## src/rtl/compare_result_debouncer.sv

```systemverilog
// Purpose : debounce the one-hot greater/equal/less flags of a magnitude comparator into a stable relation code.
// Latency : relation_out, change_pulse_out and illegal_out update one cycle after the deciding sample.
// Backpres: none; a sample is consumed on every cycle valid_in is high, and idle cycles hold all state.
//
// Ports:
//   clk_in, rst_n_in            clock (rising edge) and asynchronous active-low reset
//   valid_in                    comparator flags are sampled this cycle
//   a_in_g_b_in/e_b_in/l_b_in   comparator flags: greater / equal / less
//   clear_in                    synchronous clear of all state, wins over valid_in
//   relation_out                00 UNKNOWN, 01 LESS, 10 EQUAL, 11 GREATER
//   relation_valid_out          relation_out holds a real relation
//   change_pulse_out            one-cycle pulse when relation_out changes
//   illegal_out                 one-cycle pulse for a valid, non-one-hot sample
//   gt/eq/lt_count_out          saturating counts of legal samples per relation
module compare_result_debouncer #(
    parameter int DEBOUNCE_CNT = 3,
    parameter int CNT_WIDTH    = 8
) (
    input  logic                 clk_in,
    input  logic                 rst_n_in,
    input  logic                 valid_in,
    input  logic                 a_in_g_b_in,
    input  logic                 a_in_e_b_in,
    input  logic                 a_in_l_b_in,
    input  logic                 clear_in,
    output logic [1:0]           relation_out,
    output logic                 relation_valid_out,
    output logic                 change_pulse_out,
    output logic                 illegal_out,
    output logic [CNT_WIDTH-1:0] gt_count_out,
    output logic [CNT_WIDTH-1:0] eq_count_out,
    output logic [CNT_WIDTH-1:0] lt_count_out
);

    // Relation encoding shared by the candidate and the published relation.
    localparam logic [1:0] REL_UNKNOWN = 2'b00;
    localparam logic [1:0] REL_LESS    = 2'b01;
    localparam logic [1:0] REL_EQUAL   = 2'b10;
    localparam logic [1:0] REL_GREATER = 2'b11;

    // Run length fits in 4 bits because DEBOUNCE_CNT is limited to 1..15.
    localparam logic [3:0]           RUN_TARGET = 4'(DEBOUNCE_CNT);
    localparam logic [CNT_WIDTH-1:0] CNT_ONE    = CNT_WIDTH'(1);
    localparam logic [CNT_WIDTH-1:0] CNT_MAX    = {CNT_WIDTH{1'b1}};

    typedef enum logic {
        ST_UNKNOWN  = 1'b0,
        ST_TRACKING = 1'b1
    } state_t;

    state_t               state_q;
    logic [1:0]           relation_q;
    logic [1:0]           candidate_q;
    logic [3:0]           run_q;
    logic                 change_pulse_q;
    logic                 illegal_q;
    logic [CNT_WIDTH-1:0] gt_count_q;
    logic [CNT_WIDTH-1:0] eq_count_q;
    logic [CNT_WIDTH-1:0] lt_count_q;

    logic [1:0] flag_sum;
    logic       sample_legal;
    logic [1:0] sample_code;
    logic [1:0] candidate_next;
    logic [3:0] run_next;
    logic       relation_update;
    logic       gt_inc;
    logic       eq_inc;
    logic       lt_inc;

    // Sample classification: legal only when exactly one flag is set.
    always_comb begin
        flag_sum     = {1'b0, a_in_g_b_in} + {1'b0, a_in_e_b_in} + {1'b0, a_in_l_b_in};
        sample_legal = (flag_sum == 2'd1);
        sample_code  = REL_UNKNOWN;
        if (a_in_g_b_in) begin
            sample_code = REL_GREATER;
        end else if (a_in_e_b_in) begin
            sample_code = REL_EQUAL;
        end else if (a_in_l_b_in) begin
            sample_code = REL_LESS;
        end
    end

    // Candidate / run tracking. Idle cycles hold the run, so gaps in
    // valid_in do not break a sequence of identical samples.
    always_comb begin
        candidate_next = candidate_q;
        run_next       = run_q;
        if (valid_in) begin
            if (!sample_legal) begin
                candidate_next = REL_UNKNOWN;
                run_next       = 4'd0;
            end else if (sample_code == candidate_q) begin
                run_next = (run_q == RUN_TARGET) ? RUN_TARGET : run_q + 4'd1;
            end else begin
                candidate_next = sample_code;
                run_next       = 4'd1;
            end
        end
    end

    // The relation moves on the very edge the run completes. Once the run has
    // saturated, relation already equals the candidate, so further identical
    // samples never re-trigger a change pulse.
    always_comb begin
        relation_update = valid_in && sample_legal &&
                          (run_next == RUN_TARGET) &&
                          (candidate_next != relation_q);
    end

    // Occurrence counter enables; each sticks at all-ones independently.
    always_comb begin
        gt_inc = valid_in && sample_legal && (sample_code == REL_GREATER) && (gt_count_q != CNT_MAX);
        eq_inc = valid_in && sample_legal && (sample_code == REL_EQUAL)   && (eq_count_q != CNT_MAX);
        lt_inc = valid_in && sample_legal && (sample_code == REL_LESS)    && (lt_count_q != CNT_MAX);
    end

    always_ff @(posedge clk_in or negedge rst_n_in) begin
        if (!rst_n_in) begin
            state_q        <= ST_UNKNOWN;
            relation_q     <= REL_UNKNOWN;
            candidate_q    <= REL_UNKNOWN;
            run_q          <= 4'd0;
            change_pulse_q <= 1'b0;
            illegal_q      <= 1'b0;
            gt_count_q     <= '0;
            eq_count_q     <= '0;
            lt_count_q     <= '0;
        end else if (clear_in) begin
            // Clear discards any simultaneous sample and never pulses.
            state_q        <= ST_UNKNOWN;
            relation_q     <= REL_UNKNOWN;
            candidate_q    <= REL_UNKNOWN;
            run_q          <= 4'd0;
            change_pulse_q <= 1'b0;
            illegal_q      <= 1'b0;
            gt_count_q     <= '0;
            eq_count_q     <= '0;
            lt_count_q     <= '0;
        end else begin
            candidate_q    <= candidate_next;
            run_q          <= run_next;
            change_pulse_q <= relation_update;
            illegal_q      <= valid_in && !sample_legal;

            if (relation_update) begin
                relation_q <= candidate_next;
            end

            // Illegal samples leave the state alone; only clear/reset
            // bring the tracker back to UNKNOWN.
            case (state_q)
                ST_UNKNOWN: begin
                    if (relation_update) begin
                        state_q <= ST_TRACKING;
                    end
                end
                ST_TRACKING: begin
                    state_q <= ST_TRACKING;
                end
                default: begin
                    state_q <= ST_UNKNOWN;
                end
            endcase

            if (gt_inc) begin
                gt_count_q <= gt_count_q + CNT_ONE;
            end
            if (eq_inc) begin
                eq_count_q <= eq_count_q + CNT_ONE;
            end
            if (lt_inc) begin
                lt_count_q <= lt_count_q + CNT_ONE;
            end
        end
    end

    assign relation_out       = relation_q;
    assign relation_valid_out = (state_q == ST_TRACKING);
    assign change_pulse_out   = change_pulse_q;
    assign illegal_out        = illegal_q;
    assign gt_count_out       = gt_count_q;
    assign eq_count_out       = eq_count_q;
    assign lt_count_out       = lt_count_q;

endmodule
```

## config.mk

```make
export PLATFORM = sky130hd
export DESIGN_NAME = compare_result_debouncer
export DESIGN_NICKNAME = d
export VERILOG_FILES = /design/src/rtl/compare_result_debouncer.sv
export SDC_FILE = /design/constraint.sdc
export NUM_CORES = 1
export LEC_CHECK = 0
export ABC_AREA = 1
export CAP_MARGIN = 15
export CORE_MARGIN = 2
export CORE_UTILIZATION = 49
export DETAILED_ROUTE_END_ITERATION = 6
export GPL_TIMING_DRIVEN = 1
export HOLD_SLACK_MARGIN = 0.1
export PLACE_DENSITY = 0.71
export SLEW_MARGIN = 20
export SYNTH_ARGS = -nofsm -noshare
export SYNTH_HDL_FRONTEND = slang
export SYNTH_SLANG_ARGS = --single-unit
```

## constraint.sdc

```tcl
create_clock -name clk_in -period 4.53 [get_ports clk_in]
set_clock_uncertainty 0.05 [all_clocks]
set_input_delay 0.453 -clock clk_in [delete_from_list [all_inputs] [get_ports clk_in]]
set_output_delay 0.453 -clock clk_in [all_outputs]
set_load 0.01 [all_outputs]
```

Word level (Yosys, flattened, before mapping)
Cells that the tools add are included.
- memory bits (writable): 0
- memory bits (read-only): 0
- bits in registers: 35
- output and inout port bits: 29
- memories: 0
- input bits: 7
- latch bits: 0
- reductions and logical operators: 15
- shifts and indexed selects: 0
- $add $sub $neg: 6
- multiplexer cells: 25
- div/mod/pow operators: 0
- equal/unequal tests: 11
- bitwise gates (word level): 1
- multiply operators: 0
- magnitude comparators: 0
- operator list (kind ; count):
    8-bit two-way mux ; 6
    8-bit by 1-bit adder with 8-bit output, second input constant ; 3
    8-bit inequality test, second input constant ; 3
    4-bit two-way mux ; 5
    2-bit two-way mux ; 8
    1-bit logical AND ; 10
    4-bit by 2-bit == test with 1-bit output, second input constant ; 2
    2-bit nonzero test ; 4
    1-bit two-way mux ; 5
    4-bit by 1-bit adder with 4-bit output, second input constant ; 1
    2-bit by 1-bit == test with 1-bit output, second input constant ; 2
    2-bit == test, second input constant ; 2
    1-bit by 1-bit adder with 2-bit output ; 1
    2-bit by 1-bit adder with 2-bit output ; 1
    2-bit == test ; 1
    2-bit inequality test ; 1
    1-bit case mux with 2 select lines ; 1
    1-bit zero test ; 1
    1-bit inverter ; 1

Logic depth before layout (Yosys ltp)
Gate-level depths: netlist (run 1).
- depth in word-level cells: 13
- gate-level depth with buffers: 15
- mapped depth without buffers: 15

Least setup slack after synthesis (run 1)
OpenSTA, ideal clock, no wires.
- path type: input port to flip-flop
- from: input port a_in_e_b_in
- to: register lt_count_q[3], in the netlist lt_count_out[3]
- setup slack: 2386 ps
- path buffers: 0
- data arrival time: 1972 ps
- stages on the path: 12
- path through: inv_1 -> fa_1 -> inv_1 -> nand2_1 -> nor2_8 -> nand2_4 -> nor2_4 -> nand2_4 -> nor2_4 -> nand3_1 -> o21ai_1 -> a21oi_1
- longest elaborated chain between the ends: 7
- elaborated cells on any way between the ends: 10
- those cells by class: add/sub: 2; eq/ne: 2; mux: 2; reduce/logical: 4
- ends and longest elaborated chain (element ; line ; source):
    start: declaration ; 23 ; input logic a_in_e_b_in,
    1-bit by 1-bit adder with 2-bit output ; 73 ; flag_sum = {1'b0, a_in_g_b_in} + {1'b0, a_in_e_b_in} + {1'b0, a_in_l_b_in};
    2-bit by 1-bit adder with 2-bit output ; 73 ;
    2-bit by 1-bit == test with 1-bit output ; 74 ; sample_legal = (flag_sum == 2'd1);
    1-bit logical AND ; 116 ; lt_inc = valid_in && sample_legal && (sample_code == REL_LESS) && (lt_count_q != CNT_MAX);
    1-bit logical AND (*) (2 in a row) ; 116 ;
    2-bit nonzero test (no line) (*) ; -- ;
    end signal: assignment ; 174 ; lt_count_q <= lt_count_q + CNT_ONE;
    end: declaration ; 59 ; logic [CNT_WIDTH-1:0] lt_count_q;
Every way passes the cells marked *; elsewhere a longest branch is shown, timed or not.
A chain may end at the register's enable or synchronous reset.

Worst setup path after layout (run 1)
- from: input port a_in_g_b_in
- to: register eq_count_q[5], in the netlist eq_count_out[5]
- longest elaborated chain between the ends: 7
- elaborated cells on any way between the ends: 9
- those cells by class: add/sub: 2; eq/ne: 2; mux: 1; reduce/logical: 4
- ends and longest elaborated chain (element ; line ; source):
    start: declaration ; 22 ; input logic a_in_g_b_in,
    1-bit by 1-bit adder with 2-bit output ; 73 ;
    2-bit by 1-bit adder with 2-bit output ; 73 ;
    2-bit by 1-bit == test with 1-bit output ; 74 ;
    1-bit logical AND ; 115 ; eq_inc = valid_in && sample_legal && (sample_code == REL_EQUAL) && (eq_count_q != CNT_MAX);
    1-bit logical AND (*) (2 in a row) ; 115 ;
    2-bit nonzero test (no line) (*) ; -- ;
    end signal: assignment ; 171 ; eq_count_q <= eq_count_q + CNT_ONE;
    end: declaration ; 58 ; logic [CNT_WIDTH-1:0] eq_count_q;
Marked as above.

==> summary.txt, run 1 <==
Clock network
  • Clock Tree Buf Depth: 2
  • Clock Sinks: 35
  • Post-CTS Hold Fix Bufs: 0
  • TritonCTS clock tree: yes
  • Skew-Pair Late Insertion Delay: 290 ps
  • Post-CTS Resized: 0
  • Post-CTS Setup Inserts: 0
  • Clock H-tree levels: 2
  • Clock Tree Root: clkbuf_8
  • TritonCTS buffer count: 5
  • Clock-pin slew on the worst setup and hold paths: 70 ps

Logic synthesis
  • Syn Nets: 278
  • Flops & latches, synth: 35
  • Synth Cell Area: 2032 um2
  • Yosys top cell area share: 43.10%
  • Ranking of synthesized cells by area: dfrtp_1, nand2_1, inv_1
  • Yosys warns: 0
  • Leading area contributor after synthesis: dfrtp_1
  • Distinct cells, synth: 31
  • Seq/Total Area, Yosys: 43.10%
  • Syn Area/Cell: 7.639 um2
  • Synth Instances: approximately 270

Pwr
  • Power density over the cells: 249.2 nW/um2
  • VDD IR-drop max: 0.0001520 V
  • Leakage power: 1.159 nW
  • Tot Pwr: approximately 0.63 mW

Drt
  • WL/cell: ~12 um
  • First-pass DRT Iterations: 4
  • Remaining routing DRC violations: 0
  • Post-Route WL: 4339 um
  • Number of vias in the routed layout: 1820
  • Iteration-0 DRC Markers: 104
  • Via/cell ratio: 5.098
  • ANT nets after route: 0

Worst setup path
  • Critical Path Stages: 11
  • Reg2reg start: gt_count_out[1]
  • Critical Path Source Type: primary input
  • Nature of the critical path endpoint: flop
  • CP max-delay cell: clkdlybuf4s50_1
  • Critical path class: in2reg
  • CP Cell Sequence: clkdlybuf4s50_1 > inv_2 > fa_1 > inv_1 > nand2_1 > nor3_1 > nand2_1 > inv_2 > nand2_2 > nor3b_1 > nor2_1
  • Worst EP required: 4660 ps
  • CP bufs+invs: 4
  • Largest stage delay on the critical path: 560 ps
  • Kind of cell adding the most delay to the critical path: simple AND/OR/NAND/NOR gates
  • R2R Path End: gt_count_out[6]
  • Worst r2r path cells: 8
  • Max FO, Critical Path: 6
  • Critical path startpoint: a_in_g_b_in
  • R2R setup slack: 2890 ps
  • Crit path DAT: between 2000 and 3000 ps
  • CP endpoint: eq_count_out[5]

Placed design
  • Dpl cell area: 2440 um2
  • Placed wire-length estimate: between 3000 and 4000 um
  • Port Buffers: 35
  • Setup WS pre-CTS: 1618 ps
  • GPL Wtd Cong: between 0.8 and 0.9
  • Inst Count DP: roughly 350

Floorplanning
  • Initial cell density of the core: 50.80%
  • Die area: between 4000 and 5000 um2
  • Die Ht: ~70 um
  • Core area: 4000 um2
  • Die Wd: between 60 and 70 um
  • IO Pins: 36
  • Row cnt: 23

Timing
  • Final setup viols: 0
  • Worst-Margin Slew: 723.9 ps
  • Final worst path period share: 57.75%
  • Final worst slack: 1914 ps
  • Min Tclk post-route: around 2600 ps
  • RSZ-0062 raised after global routing: no
  • Final hold slack: between 400 and 500 ps
  • Maximum clock rate: 382.2 MHz
  • Final Hold Fails: 0
  • Max-slew violations: 0
  • Setup TNS: 0 ps
  • Slew HR: 51.68%

Global route
  • First-pass GRT wire length: 7355 um
  • Vias in the first global route: 1657
  • Largest net degree at the start of global routing: 36
  • GRT Util Overall: between 20% and 30%
  • Global route total overflow: 0
  • Initial antenna violation count: 0

Status
  • Outcome: finished clean

Finish
  • Layout cell share with drive strength beyond 1: 10.10%
  • Post-Layout Cell Count: 357
  • Nets@finish: between 300 and 400
  • Synthesis-to-finish area growth: 25.00%
  • Final instance area: 2540 um2
  • Most common cell after layout, fill and taps aside: nand2_1
  • Highest-count cells in the layout ignoring fill and taps: nand2_1, dfrtp_1, clkdlybuf4s50_1, inv_1, nor2_1
  • N_diodes: 0
  • Fin util: 63.50%

Worst hold path
  • HP Class: reg2reg
  • Hold Startpoint: relation_valid_out

Flow run
  • Max cap viols: 0
==> layout make-up <==
cell class | count | area [um2]
Clock buffer | 8 | 100.1
Fill cell | 374 | 1460
Inverter | 39 | 146.4
Multi-Input combinational cell | 189 | 997.2
Sequential cell | 35 | 875.8
Tap cell | 50 | 62.56
Timing Repair Buffer | 36 | 357.8
==> synth_stat cells (all sizes together) <==
master / n
nand2: 70
nor2: 39
inv: 38
dfrtp: 35
nand3: 21
a21oi: 16
o21ai: 16
nor3: 9
ha: 4
nand4: 4
clkbuf: 2
nor3b: 2
o31ai: 2
xor2: 2
a211oi: 1
buf: 1
clkinv: 1
fa: 1
nor4: 1
xnor2: 1
==> logic make-up after synthesis <==
kind of cell / count (synthesis) / share of synthesized area (%)
AO/OA/AOI/OAI: 35 / 9.421
adder cells (fa/ha/maj): 5 / 3.448
XOR/XNOR: 3 / 1.293
AND/OR/NAND/NOR: 146 / 34.91
flip-flops: 35 / 43.10
buffers and inverters: 42 / 7.820
==> layer usage <==
layer  vias up  track usage [%]  share of wire (%)
li1        930                -                  -
met1       845            27.68                 48
met2        39            33.29                 46
met3         6            5.592                4.5
met4         0            8.000                1.4
met5         -                0                  0
==> sequential cells by signal, indices dropped and copies added, names as in the netlist <==
signal / count
illegal_out: 1
change_pulse_out: 1
relation_valid_out: 1
lt_count_out: 8
run_q: 4
relation_out: 2
candidate_q: 2
eq_count_out: 8
gt_count_out: 8
==> worst min-delay path by stage <==
stage / depth (start not counted) / slack, ps / to
5_1_grt: 2 / 510 / gt_count_out[7]
6_report: 2 / 480 / relation_valid_out
3_5_place_dp: 2 / 460 / relation_valid_out
3_3_place_gp: 2 / 440 / relation_valid_out
4_1_cts: 2 / 480 / relation_valid_out
2_1_floorplan: 0 / 110 / candidate_q[0]
==> where the power goes <==
group | switching [mW] | internal [mW]
clock network | 0.112 | 0.139
logic | 0.0420 | 0.0211
registers | 0.00332 | 0.316
total | 0.157 | 0.476
==> tightest hold or removal path: stages (launching register included) <==
cell	delay (ps)
dfrtp_1	360
nand2_1	60
o21ai_1	70
Power figures use the tool's default switching activity.
==> inputs of run 2 (changes only) <==
Clock period 4.53 ns to 2.5 ns, I/O delays scaled along.
==> run 2 against run 1 <==
  * First-iteration DRC count up 2.9%
  * Highest routed layer unchanged
  * Count of clock-buffer cells in the layout down 2
  * Largest cell class unchanged
  * Total power up 70%
  * Worst hold slack worse by 150 ps
  * Final area up 2.5%
  * Cell count up 2.8%
  * Die area unchanged
  * Non-clock buffer count up 12
  * Critical path depth up 4
  * Critical endpoint is now relation_out[0]
  * Flip-flop and latch count unchanged
==> summary.txt, run 2 (synthesized netlist as in run 1, its figures left out) <==
Status
  • Outcome: finished clean (unchanged)

Clock network
  • Clock Tree Root: clkbuf_8 (unchanged)
  • Post-CTS Setup Inserts: 0 (unchanged)
  • TritonCTS clock tree: yes (unchanged)
  • TritonCTS buffer count: 5 (unchanged)
  • Clock Sinks: 35 (unchanged)
  • Post-CTS Resized: 0 (unchanged)
  • Clock H-tree levels: 2 (unchanged)
  • Post-CTS Hold Fix Bufs: 0 (unchanged)
  • Clock-pin slew on the worst setup and hold paths: 70 ps (about the same)
  • Clock Tree Buf Depth: 2 (unchanged)
  • Skew-Pair Late Insertion Delay: 280 ps (was 290 ps)

Floorplanning
  • Initial cell density of the core: 50.80% (unchanged)
  • IO Pins: 36 (unchanged)
  • Die Wd: 68.40 um (unchanged)
  • Core area: 4000 um2 (unchanged)
  • Row cnt: 23 (unchanged)
  • Die area: 4678 um2 (unchanged)
  • Die Ht: 68.40 um (unchanged)

Drt
  • Via/cell ratio: 4.916 (was 5.098)
  • Remaining routing DRC violations: 0 (unchanged)
  • Number of vias in the routed layout: 1804 (was 1820)
  • First-pass DRT Iterations: 4 (unchanged)
  • Post-Route WL: 4344 um (was 4339 um)
  • WL/cell: 11.84 um (was 12.15 um)
  • Iteration-0 DRC Markers: 107 (was 104)
  • ANT nets after route: 0 (unchanged)

Finish
  • FILL cells: 353 (was 374)
  • Synthesis-to-finish area growth: 28.08% (was 25.00%)
  • Nets@finish: 330 (was 318)
  • Fin util: 65.06% (was 63.50%)
  • Layout cell share with drive strength beyond 1: 12.93% (was 10.10%)
  • Final instance area: 2603 um2 (was 2540 um2)
  • Most common cell after layout, fill and taps aside: nand2_1 (unchanged)
  • N_diodes: 0 (unchanged)
  • Highest-count cells in the layout ignoring fill and taps: nand2_1, dfrtp_1, clkdlybuf4s50_1, inv_1, nor2_1 (unchanged)
  • Post-Layout Cell Count: 367 (was 357)

Timing
  • Slew HR: 70.40% (was 51.68%)
  • Final hold slack: 327.9 ps (was 482.4 ps)
  • Setup TNS: 0 ps (unchanged)
  • Max-slew violations: 0 (unchanged)
  • Final setup viols: 0 (unchanged)
  • Final worst slack: 245.4 ps (was 1914 ps)
  • Final Hold Fails: 0 (unchanged)
  • Maximum clock rate: 443.5 MHz
  • Worst-Margin Slew: 443.9 ps (was 723.9 ps)
  • Final worst path period share: 90.19%
  • RSZ-0062 raised after global routing: no (unchanged)
  • Min Tclk post-route: approximately 2300 ps

Pwr
  • VDD IR-drop max: 0.0002511 V (was 0.0001520 V)
  • Net Sw Power: 0.2691 mW (was 0.1573 mW)
  • Combinational power share: 11.7% (was 10.0%)
  • Seq pwr share: 53.8% (was 50.4%)
  • Switching power share of the total: 25.03% (was 24.86%)
  • Power density over the cells: 413.1 nW/um2 (was 249.2 nW/um2)
  • Tot Pwr: 1.075 mW (was 0.6330 mW)
  • Leakage power: 1.203 nW (was 1.159 nW)
  • Internal power: 0.8060 mW (was 0.4756 mW)
  • Clock power share: 34.5% (was 39.6%)

Placed design
  • Inst Count DP: 361 (was 349)
  • Port Buffers: 35 (unchanged)
  • Placed wire-length estimate: 3220 um (was 3094 um)
  • GPL Wtd Cong: 0.8195 (was 0.8174)
  • Dpl cell area: 2530 um2 (was 2440 um2)
  • Setup WS pre-CTS: -21.28 ps (was 1618 ps)

Global route
  • First-pass GRT wire length: 7803 um (was 7355 um)
  • GRT Util Overall: 22.04% (was 21.14%)
  • Initial antenna violation count: 0 (unchanged)
  • Largest net degree at the start of global routing: 36 (unchanged)
  • Vias in the first global route: 1775 (was 1657)
  • Global route total overflow: 0 (unchanged)

Worst setup path
  • Nature of the critical path endpoint: flop (unchanged)
  • Critical path class: in2reg (unchanged)
  • Critical Path Source Type: primary input (unchanged)
  • Max FO, Critical Path: 7 (was 6)
  • Crit path DAT: 2370 ps (was 2740 ps)
  • Worst EP required: 2620 ps (was 4660 ps)

Flow run
  • Max cap viols: 0 (unchanged)

Worst hold path
  • HP Class: in2async (was reg2reg)
## run 2: layout make-up
cell class	instances	area (um2)	area share, %
multi-input combinational	189	997.2	38.32
sequential	35	875.8	33.65
timing repair buffer	48	447.9	17.21
inverter	39	146.4	5.625
clock buffer	6	72.57	2.788
tap	50	62.56	2.404
## run 2: power groups by stage
stage / Combinational (mW) / Sequential [mW] / Clock (mW)
6_report: 0.126 / 0.578 / 0.371
5_1_grt: 0.143 / 0.579 / 0.401
4_1_cts: 0.128 / 0.578 / 0.386
3_5_place_dp: 0.127 / 0.589 / 0
3_3_place_gp: 0.127 / 0.589 / 0
2_1_floorplan: 0.0672 / 0.590 / 0
## run 2: worst paths after layout
kind | start | cells after the start | slack, ps | end
max | a_in_g_b_in | 15 | 250 | relation_out[0]
min reg2reg | relation_valid_out | 2 | 450 | relation_valid_out
min in group clk_in | relation_valid_out | 2 | 450 | relation_valid_out
min | rst_n_in | 2 | 330 | lt_count_out[1]
max reg2reg | lt_count_out[3] | 10 | 850 | lt_count_out[1]
max in group asynchronous | rst_n_in | 2 | 1750 | relation_valid_out
## run 2: per-layer routing
layer,GRT usage (%),up-vias,wire length [um]
met5,0,-,0
met4,6.000,0,19
met3,5.263,2,193
met2,34.25,38,1997
met1,30.67,812,2133
li1,-,952,-
## run 2: worst max-delay path, cell delays in order
cell,delay (ps)
clkdlybuf4s50_1,490
inv_2,50
fa_1,500
inv_1,70
nand2_1,130
nor2_8,170
nand2_1,90
nor2_1,90
nand2_1,90
nand2_1,80
nor2_2,50
nand2_2,90
clkinv_1,80
nand3_1,70
nand2_1,60
==> inputs of run 3 (changes only) <==
--- a/config.mk
+++ b/config.mk
@@ -14,4 +14,5 @@
 export HOLD_SLACK_MARGIN = 0.1
 export PLACE_DENSITY = 0.71
+export SKIP_CTS_REPAIR_TIMING = 1
 export SLEW_MARGIN = 20
 export SYNTH_ARGS = -nofsm -noshare
--- a/constraint.sdc
+++ b/constraint.sdc
@@ -3,3 +3,3 @@
 set_input_delay 0.25 -clock clk_in [delete_from_list [all_inputs] [get_ports clk_in]]
 set_output_delay 0.25 -clock clk_in [all_outputs]
-set_load 0.01 [all_outputs]
+set_load 0.02 [all_outputs]
==> results of run 3 <==
Same layout as run 2 (identical final DEF). Status: finished clean.
Among the figures that moved: total power 1.075 mW -> 1.078 mW
